==> src/rtl/alu_writeback_if.sv <==
// ALU output bus as seen by the writeback stage.
//   in_valid          : the ALU output this cycle belongs to a real instruction
//   in_rd             : destination register index
//   result            : ALU result
//   nzcv              : ALU flags, [3]=N [2]=Z [1]=C [0]=V
//   result_writeback  : commit result to in_rd
//   nzcv_writeback    : commit nzcv to the CPSR flags
// The ALU drives the bus through the master modport. The writeback stage
// consumes it through the slave modport.
interface alu_writeback_if #(
   parameter int DW = 32
);
   logic          in_valid;
   logic [3:0]    in_rd;
   logic [DW-1:0] result;
   logic [3:0]    nzcv;
   logic          result_writeback;
   logic          nzcv_writeback;

   modport master (
      output in_valid, in_rd, result, nzcv, result_writeback, nzcv_writeback
   );

   modport slave (
      input  in_valid, in_rd, result, nzcv, result_writeback, nzcv_writeback
   );
endinterface

==> src/rtl/alu_writeback.sv <==
// Writeback stage behind the data-processing ALU.
// It captures each ALU result into a pending stage (P). On the following edge
// it commits that result into a 16 x DW register file and the CPSR NZCV flags.
// Operand and flag reads forward from P, so a result is readable one cycle
// after it is presented.
// Ports:
//   clk, reset      : rising-edge clock, asynchronous active-low reset
//   alu             : ALU output bus (slave side)
//   ra_addr/rb_addr : operand read addresses
//   ra_data/rb_data : forwarded operand data (combinational)
//   flags           : forwarded architectural NZCV
//   carry_in        : flags[1], for ADC/SBC/RSC
//   pc_load         : one-cycle pulse after an R15 commit
//   pc_value        : last committed R15, word aligned
//   retire_count    : committed instruction count, wraps
module alu_writeback #(
   parameter int NREGS = 16,
   parameter int DW    = 32
) (
   input  logic              clk,
   input  logic              reset,
   alu_writeback_if.slave    alu,
   input  logic [3:0]        ra_addr,
   input  logic [3:0]        rb_addr,
   output logic [DW-1:0]     ra_data,
   output logic [DW-1:0]     rb_data,
   output logic [3:0]        flags,
   output logic              carry_in,
   output logic              pc_load,
   output logic [DW-1:0]     pc_value,
   output logic [31:0]       retire_count
);

   // Pending stage
   logic          p_valid_reg;
   logic [3:0]    p_rd_reg;
   logic [DW-1:0] p_result_reg;
   logic [3:0]    p_nzcv_reg;
   logic          p_we_r_reg;
   logic          p_we_f_reg;

   // Architectural state
   logic [DW-1:0] regs_reg [NREGS];
   logic [3:0]    cpsr_nzcv_reg;
   logic          pc_load_reg;
   logic [DW-1:0] pc_value_reg;
   logic [31:0]   retire_count_reg;

   logic          commit_r;
   logic          commit_f;
   logic          commit_pc;
   logic [NREGS-1:0] reg_wr_sel;

   assign commit_r  = p_valid_reg && p_we_r_reg;
   assign commit_f  = p_valid_reg && p_we_f_reg;
   assign commit_pc = commit_r && (p_rd_reg == 4'd15);

   // One-hot write select per architectural register
   generate
      for (genvar gi = 0; gi < NREGS; gi++) begin : g_wr_sel
         assign reg_wr_sel[gi] = commit_r && (p_rd_reg == 4'(gi));
      end
   endgenerate

   // P loads on every edge. An in-flight instruction is dropped by reset.
   always_ff @(posedge clk or negedge reset) begin
      if (!reset) begin
         p_valid_reg  <= 1'b0;
         p_rd_reg     <= '0;
         p_result_reg <= '0;
         p_nzcv_reg   <= '0;
         p_we_r_reg   <= 1'b0;
         p_we_f_reg   <= 1'b0;
      end else begin
         p_valid_reg  <= alu.in_valid;
         p_rd_reg     <= alu.in_rd;
         p_result_reg <= alu.result;
         p_nzcv_reg   <= alu.nzcv;
         p_we_r_reg   <= alu.result_writeback;
         p_we_f_reg   <= alu.nzcv_writeback;
      end
   end

   // Register file. It must clear on reset, so it is built from flops.
   always_ff @(posedge clk or negedge reset) begin
      if (!reset) begin
         for (int i = 0; i < NREGS; i++) begin
            regs_reg[i] <= '0;
         end
      end else begin
         for (int i = 0; i < NREGS; i++) begin
            if (reg_wr_sel[i]) begin
               regs_reg[i] <= p_result_reg;
            end
         end
      end
   end

   // Flags, PC load pulse, and retire counter
   always_ff @(posedge clk or negedge reset) begin
      if (!reset) begin
         cpsr_nzcv_reg    <= '0;
         pc_load_reg      <= 1'b0;
         pc_value_reg     <= '0;
         retire_count_reg <= '0;
      end else begin
         pc_load_reg <= commit_pc;
         if (commit_f) begin
            cpsr_nzcv_reg <= p_nzcv_reg;
         end
         if (commit_pc) begin
            pc_value_reg <= {p_result_reg[DW-1:2], 2'b00};
         end
         if (p_valid_reg) begin
            retire_count_reg <= retire_count_reg + 32'd1;
         end
      end
   end

   // Reads forward the pending result. This hides the one-cycle commit delay.
   assign ra_data = (commit_r && (p_rd_reg == ra_addr)) ? p_result_reg : regs_reg[ra_addr];
   assign rb_data = (commit_r && (p_rd_reg == rb_addr)) ? p_result_reg : regs_reg[rb_addr];
   assign flags   = commit_f ? p_nzcv_reg : cpsr_nzcv_reg;

   assign carry_in     = flags[1];
   assign pc_load      = pc_load_reg;
   assign pc_value     = pc_value_reg;
   assign retire_count = retire_count_reg;

endmodule

==> src/flat_wrapper.sv <==
// flat-port wrapper written by rule: the top's interface ports become plain ports
module alu_writeback_flat 
#(
   parameter int NREGS = 16,
   parameter int DW    = 32
)
  (clk, reset, ra_addr, rb_addr, ra_data, rb_data, flags, carry_in, pc_load, pc_value, retire_count, alu_in_valid, alu_in_rd, alu_result, alu_nzcv, alu_result_writeback, alu_nzcv_writeback);
  alu_writeback_if #(.DW(DW)) alu_i ();
  input  logic clk;
  input  logic reset;
  input  logic [3:0] ra_addr;
  input  logic [3:0] rb_addr;
  output logic [DW-1:0] ra_data;
  output logic [DW-1:0] rb_data;
  output logic [3:0] flags;
  output logic carry_in;
  output logic pc_load;
  output logic [DW-1:0] pc_value;
  output logic [31:0] retire_count;
  input wire logic [$bits(alu_i.in_valid)-1:0] alu_in_valid;
  input wire logic [$bits(alu_i.in_rd)-1:0] alu_in_rd;
  input wire logic [$bits(alu_i.result)-1:0] alu_result;
  input wire logic [$bits(alu_i.nzcv)-1:0] alu_nzcv;
  input wire logic [$bits(alu_i.result_writeback)-1:0] alu_result_writeback;
  input wire logic [$bits(alu_i.nzcv_writeback)-1:0] alu_nzcv_writeback;
  assign alu_i.in_valid = alu_in_valid;
  assign alu_i.in_rd = alu_in_rd;
  assign alu_i.result = alu_result;
  assign alu_i.nzcv = alu_nzcv;
  assign alu_i.result_writeback = alu_result_writeback;
  assign alu_i.nzcv_writeback = alu_nzcv_writeback;
  alu_writeback #(.NREGS(NREGS), .DW(DW)) u_core (.clk(clk), .reset(reset), .alu(alu_i), .ra_addr(ra_addr), .rb_addr(rb_addr), .ra_data(ra_data), .rb_data(rb_data), .flags(flags), .carry_in(carry_in), .pc_load(pc_load), .pc_value(pc_value), .retire_count(retire_count));
endmodule
==> config.mk <==
export PLATFORM = sky130hd
export DESIGN_NAME = alu_writeback_flat
export DESIGN_NICKNAME = d
export VERILOG_FILES = /design/src/rtl/alu_writeback_if.sv /design/src/rtl/alu_writeback.sv /design/src/flat_wrapper.sv
export SDC_FILE = /design/constraint.sdc
export NUM_CORES = 1
export LEC_CHECK = 0
export ABC_AREA = 1
export BUFFER_PORTS_ARGS = -buffer_cell sky130_fd_sc_hd__buf_4
export CAP_MARGIN = 15
export CORE_UTILIZATION = 53
export DETAILED_ROUTE_END_ITERATION = 7
export PLACE_DENSITY = 0.71
export SLEW_MARGIN = 0
export SYNTH_ARGS = -nofsm -noshare
export SYNTH_HDL_FRONTEND = slang
export SYNTH_SLANG_ARGS = --single-unit
==> constraint.sdc <==
create_clock -name clk -period 1.9 [get_ports clk]
set_clock_uncertainty 0.15 [all_clocks]
set_input_delay 0.285 -clock clk [delete_from_list [all_inputs] [get_ports clk]]
set_output_delay 0.285 -clock clk [all_outputs]
set_load 0.02 [all_outputs]
==> impl_metrics.csv, run 1 <==
group,metric,value,unit
outcome,status,"complete, but fails checks",
outcome,violations,"setup timing",
placed_design,gp_congestion,0.8922,
floorplanning,num_rows,89,
setup_path,crit_start,"u_core.p_rd_reg[1]",
final_layout,largest_reg_flops,511,
min_path,min-delay-start,"alu_result[21]",
power,powerDensity,971.5,nW/um^2
detailed_routing,first_pass_iters,6,
sta,hold_violations,0,
synthesis,seq_area_frac_synth,0.4612,
floorplanning,die_w,248.2,um
global_routing,top_usage_layer,"met2",
run,drv_cap,0,
sta,fin_setup_tns,-50910,ps
detailed_routing,antenna_left,0,
sta,setup_viol,102,
detailed_routing,vias_per_cell,5.916,
placed_design,post-place-ws,-203.0,ps
setup_path,end_kind,"output port",
setup_path,path_cells,"inv_4, buf_6, o21ai_2, nor3_2, nand2_2, clkinv_4, buf_12, nand2_1, nand2_1, buf_6",
setup_path,critPathMaxFanout,10,
sta,slew_viol_final,0,
setup_path,required,1460,ps
global_routing,track_usage,0.3634,
floorplanning,dieArea,61600,um^2
global_routing,grt_overflow_total,0,
global_routing,grt_pass1_wl,173800,um
detailed_routing,wire_per_inst,20.53,um
setup_path,rr_worst_depth,11,
sta,period_share,1.418,
global_routing,groute.layer.met1.usage,0.4843,
clocking,cts_buffer_depth,3,
clocking,clkLatencyLatePin,610,ps
setup_path,worstPathArrival,2260,ps
synthesis,ys_ff_latch,592,
synthesis,synth_cell_types,29,
sta,max_freq,371.1,MHz
synthesis,netlist_instances,4604,
sta,slew_headroom,0.6444,
clocking,cts_tree,"built",
clocking,root_buffer,"clkbuf_16",
global_routing,grt_pass1_vias,30650,
global_routing,use_met3,0.07143,
final_layout,antenna-diode-count,0,
synthesis,yosysWarnings,0,
clocking,clk_pin_slew,60,ps
final_layout,final_core_util,0.6742,
sta,layout_min_cycle_time,2694,ps
power,p_leak,0.01944,uW
detailed_routing,drtIter0Drc,4234,
synthesis,netlist_area,32120,um^2
global_routing,grt_max_degree,84,
setup_path,critPathKind,"flip-flop to output port",
placed_design,dpl.hpwl,68180,um
clocking,cts-buffers-inserted,68,
setup_path,reg2reg_from,"u_core.p_valid_reg",
setup_path,reg2reg_slack,-230,ps
setup_path,cp_slowest_cell,"dfrtp_2",
sta,rsz0062_at_grt,"yes",
detailed_routing,via_count,33140,
detailed_routing,remaining_drc_errors,0,
final_layout,final_common_cell,"nand2_1",
min_path,hold_path_end,"u_core.p_result_reg[21]",
sta,layout_setup_ws,-794.4,ps
final_layout,final_cell_mix,"1985 x nand2_1, 795 x nand3_1, 590 x dfrtp_1",
power,totalPowerFinal,38950,uW
floorplanning,core_area,59460,um^2
min_path,hold_class,"input port to flip-flop",
setup_path,timing.rr.end,"u_core.retire_count[26]",
synthesis,syn_area_per_cell,6.977,um^2
sta,worstMarginPinSlew,532.8,ps
floorplanning,initial_core_util,0.5402,
min_path,hold_depth,2,
power,peakVddDrop,0.9136,mV
final_layout,synthToLayoutAreaGrowth,24.81,%
global_routing,antenna_found_initial,1,
detailed_routing,routed_wirelength,115000,um
setup_path,cpPeakStageDelay,480,ps
placed_design,portBuffers,184,
floorplanning,die_h,248.2,um
final_layout,drive_above_1_share,0.1530,
global_routing,use_met2,0.5756,
floorplanning,ios,187,
clocking,cts_htree_levels,3,
setup_path,start_kind,"flip-flop",
final_layout,fin_nets,4835,
clocking,cts.sink_count,592,
metrics by stage:
step	cells	hold slack, ps	cell area, um^2
after floorplan	4605	-160.6	32130
after global placement	5403	29.50	35780
after detailed placement	5403	29.71	35780
after CTS	5576	147.0	39000
after global routing	5602	156.8	40090
final	5602	164.8	40090
where the power goes:
group | internal (uW) | total, uW | switching, uW
clock | 8270 | 13700 | 5460
combinational | 3600 | 8600 | 5000
sequential | 14700 | 16600 | 1880
routing by layer:
layer  vias up  part of all wire
met5         -           0.00011
met4         2             0.052
met3       373              0.11
met2      1964              0.45
met1     15580              0.39
li1      15220                 -
cells in the mapped netlist:
library cell,count,share of area
nor2_2,5,0.00097
nor3_4,3,0.0015
nor3_2,1,0.00031
dfrtp_1,592,0.46
nor3_1,6,0.00093
o21ai_0,492,0.077
inv_1,76,0.0089
clkbuf_1,205,0.024
o21ai_1,25,0.0039
nand2_2,14,0.0027
conb_1,1,0.00012
nand3b_1,5,0.0012
buf_2,98,0.015
nand3_1,817,0.13
buf_4,35,0.0082
clkbuf_2,2,0.00031
ha_1,1,0.00039
xor2_1,14,0.0038
mux2_2,4,0.0014
nor4_1,1,0.00019
buf_1,47,0.0055
o22ai_1,3,0.00058
nand4_1,4,0.00078
nand3_2,2,0.00062
buf_6,2,0.00070
nand2_1,2094,0.24
nor2_1,38,0.0044
inv_2,7,0.00082
xnor2_1,10,0.0027
cell type report:
class / count / area, um^2
Clock buffer: 101 / 2009
Clock inverter: 17 / 277.8
Fill cell: 4987 / 19370
Inverter: 83 / 344.1
Multi-Input combinational cell: 3541 / 15980
Sequential cell: 592 / 14820
Tap cell: 773 / 967.2
Timing Repair Buffer: 495 / 5700
logic make-up after synthesis:
group | count (synthesis) | synth area share
flip-flops | 592 | 0.4612
other | 1 | 0.0001167
AO/OA/AOI/OAI | 520 | 0.08113
adder cells (fa/ha/maj) | 1 | 0.0003894
multiplexers | 4 | 0.001402
buffers and inverters | 472 | 0.06361
XOR/XNOR | 24 | 0.006544
AND/OR/NAND/NOR | 2990 | 0.3856
worst max-delay path: cells and delay by family, from the launching register on:
family                 cells  cell delay, ps
DFF                        1             480
buffers and inverters      5             690
AOI/OAI and AO/OA          1              60
and+or+nand+nor            4             440
what timing repair did:
action | 4_1_cts | 5_1_grt
resized for setup | 100 | 221
hold buffers | 45 | 0
endpoints found under the setup margin | 69 | 229
cloned | 2 | 9
pin swaps | 10 | 50
endpoints found under the hold margin | 594 | 0
setup buffers | 8 | 22
worst max-delay path by stage:
stage / end / slack [ps] / depth (start not counted)
6_report: rb_data[30] / -790 / 10
5_1_grt: rb_data[12] / -840 / 10
4_1_cts: ra_data[30] / -720 / 7
3_5_place_dp: ra_data[3] / -200 / 8
3_3_place_gp: ra_data[29] / -200 / 8
2_1_floorplan: ra_data[10] / -7 / 6
(Power assumes the default switching activity.)
==> run 2: changes to the inputs <==
--- a/config.mk
+++ b/config.mk
@@ -5,11 +5,12 @@
 export SDC_FILE = /design/constraint.sdc
 export NUM_CORES = 1
 export LEC_CHECK = 0
-export ABC_AREA = 1
+export ABC_AREA = 0
 export BUFFER_PORTS_ARGS = -buffer_cell sky130_fd_sc_hd__buf_4
 export CAP_MARGIN = 15
 export CORE_UTILIZATION = 53
 export DETAILED_ROUTE_END_ITERATION = 7
+export HOLD_SLACK_MARGIN = 0.1
 export PLACE_DENSITY = 0.71
 export SLEW_MARGIN = 0
 export SYNTH_ARGS = -nofsm -noshare
==> impl_metrics.csv, run 2 <==
group,metric,value,unit
clocking,clk_pin_slew,60,ps
outcome,status,"complete, but fails checks",
floorplanning,dieArea,58270,um^2
detailed_routing,drtIter0Drc,2199,
setup_path,end_kind,"output port",
synthesis,async_flop_share,1.000,
sta,slew_viol_final,0,
setup_path,critPathMaxFanout,9,
clocking,cts_tree,"built",
setup_path,rr_worst_depth,11,
final_layout,fin_area,40930,um^2
detailed_routing,vias_per_cell,6.630,
sta,period_share,1.637,
final_layout,final_cell_mix,"590 x dfrtp_1, 306 x mux2_4, 271 x mux2_2",
final_layout,synthToLayoutAreaGrowth,34.77,%
placed_design,placed_area,34960,um^2
clocking,cts_htree_levels,3,
synthesis,synth_top_area_frac,0.4877,
power,powerDensity,1007,nW/um^2
sta,setup_viol,585,
global_routing,grt_pass1_vias,22310,
setup_path,crit_cells,6,
power,peakVddDrop,0.7645,mV
final_layout,stdcell_count,3208,
final_layout,fin_nets,2454,
global_routing,grt_pass1_wl,146500,um
final_layout,largest_reg_flops,511,
sta,hold_violations,0,
floorplanning,core_area,56500,um^2
sta,slew_headroom,0.3980,
placed_design,place_inst,2952,
global_routing,groute.layer.met1.usage,0.4524,
detailed_routing,remaining_drc_errors,0,
synthesis,synthTopCellsByArea,"dfrtp_1 49%, mux2_2 20%, mux4_2 19%",
floorplanning,die_h,241.4,um
setup_path,timing.rr.end,"u_core.regs_reg[66]",
synthesis,synth-main-ff-cell,"dfrtp_1",
floorplanning,num_rows,87,
floorplanning,initial_core_util,0.5376,
setup_path,reg2reg_slack,-730,ps
sta,fin_hold_ws,165.3,ps
clocking,cts_buffer_depth,3,
detailed_routing,antenna_left,0,
global_routing,top_usage_layer,"met2",
min_path,min-delay-start,"alu_nzcv[2]",
synthesis,yosysWarnings,0,
placed_design,post-place-ws,-786.1,ps
placed_design,dpl.hpwl,55620,um
synthesis,synthMostInstantiatedCell,"dfrtp_1",
global_routing,use_met3,0.08147,
synthesis,synth_cell_types,36,
setup_path,path_cells,"inv_2, a221o_1, or4_4, buf_16, mux2_2, buf_4",
clocking,root_buffer,"clkbuf_16",
synthesis,synthTopCellsByCount,"592 x dfrtp_1, 544 x mux2_2, 258 x mux4_2",
detailed_routing,via_count,21270,
synthesis,netlist_area,30370,um^2
setup_path,critPathKind,"flip-flop to output port",
setup_path,crit_start,"u_core.p_rd_reg[0]",
final_layout,nFillCells,3357,
setup_path,worstPathArrival,2670,ps
synthesis,synth_top_area_cell,"dfrtp_1",
synthesis,ys_ff_latch,592,
placed_design,portBuffers,184,
floorplanning,die_w,241.4,um
run,drv_cap,0,
synthesis,seq_area_frac_synth,0.4877,
synthesis,syn_area_per_cell,15.43,um^2
synthesis,synth_edf_count,0,
detailed_routing,routed_wirelength,99160,um
final_layout,final_common_cell,"dfrtp_1",
sta,rsz0062_at_grt,"yes",
detailed_routing,wire_per_inst,30.91,um
sta,worstMarginPinSlew,900.0,ps
setup_path,required,1460,ps
global_routing,grt_overflow_total,0,
global_routing,antenna_found_initial,2,
setup_path,reg2reg_from,"u_core.p_rd_reg[1]",
placed_design,gp_congestion,0.8442,
global_routing,grt_max_degree,70,
setup_path,start_kind,"flip-flop",
setup_path,critPathTopFamily,"simple AND/OR/NAND/NOR gates",
synthesis,netlist_instances,1969,
outcome,violations,"setup timing",
sta,layout_min_cycle_time,3110,ps
setup_path,cp_slowest_cell,"or4_4",
final_layout,drive_above_1_share,0.6153,
setup_path,endpoint,"ra_data[31]",
min_path,hold_class,"input port to flip-flop",
detailed_routing,first_pass_iters,5,
global_routing,track_usage,0.3458,
global_routing,use_met2,0.5424,
sta,max_freq,321.6,MHz
floorplanning,ios,187,
setup_path,cpPeakStageDelay,560,ps
sta,layout_setup_ws,-1210,ps
setup_path,critPathBufInv,3,
clocking,clkLatencyLatePin,610,ps
clocking,cts-buffers-inserted,67,
final_layout,seq_area,14820,um^2
final_layout,multi_input_area,15740,um^2
clocking,cts.sink_count,592,
power,p_leak,0.01856,uW
==> run 2: area by class of cell <==
type	count	area share
Clock buffer	95	0.04927
Multi-Input combinational cell	1162	0.3845
Tap cell	756	0.02311
Clock inverter	25	0.009445
Antenna cell	1	0.00006113
Inverter	4	0.0003668
Timing Repair Buffer	573	0.1713
Sequential cell	592	0.3620
==> run 2: cell families (layout without fill, tap and decap cells) <==
family / after synthesis / after routing / synth area share
mux: 839 / 839 / 0.4104
flops: 592 / 592 / 0.4877
buf+inv: 216 / 697 / 0.03481
simple gates: 157 / 157 / 0.02463
compound gates: 126 / 126 / 0.03118
xor+xnor: 37 / 37 / 0.01067
fa+ha+maj: 1 / 1 / 0.0004119
other cells: 1 / 3 / 0.0001235
==> run 2: how the worst min path moves through the flow <==
stage | cells past startpoint | endpoint
floorplan | 0 | u_core.cpsr_nzcv_reg[0]
global placement | 1 | u_core.p_result_reg[20]
detailed placement | 1 | u_core.regs_reg[55]
CTS | 2 | u_core.p_nzcv_reg[3]
global route | 2 | u_core.p_result_reg[0]
finish | 2 | u_core.p_nzcv_reg[2]
==> run 2: worst reg2reg max path: cells and delay by family (launching register included) <==
family                 cells  cell delay [ps]
AND/OR/NAND/NOR            2              570
flip-flops                 1              440
buffers and inverters      8             1030
multiplexers               1              310
==> run 2: metal layers <==
layer,share of wire,wire (um)
met5,0.000081,8
met4,0.056,5526
met2,0.48,47840
met3,0.087,8582
met1,0.38,37210
==> run 2: report_power, final <==
part	total, uW	leakage [uW]	switching, uW	internal (uW)
sequential	16800	0.00755	1940	14900
combinational	10300	0.00981	3930	6360
clock	14100	0.00119	5380	8760
total	41200	0.0186	11300	30000
==> run 2: per-stage QoR <==
stage | total power (uW) | setup TNS [ps] | util
2_1_floorplan | 22570 | -25400 | -
3_3_place_gp | 25350 | -123770 | 0.6188
3_5_place_dp | 25820 | -128470 | 0.6188
4_1_cts | 40840 | -241380 | 0.7165
5_1_grt | 42610 | -396270 | 0.7245
6_report | 41230 | -371210 | 0.7246
==> run 2: repair_timing <==
action                                 4_1_cts  5_1_grt
hold buffers                                45        0
endpoints found under the hold margin      635        0
buffers inserted                            45       18
pin swaps                                   16        9
gates resized for setup                    358       75
setup endpoints to repair                  534      605
gates cloned                                32        4
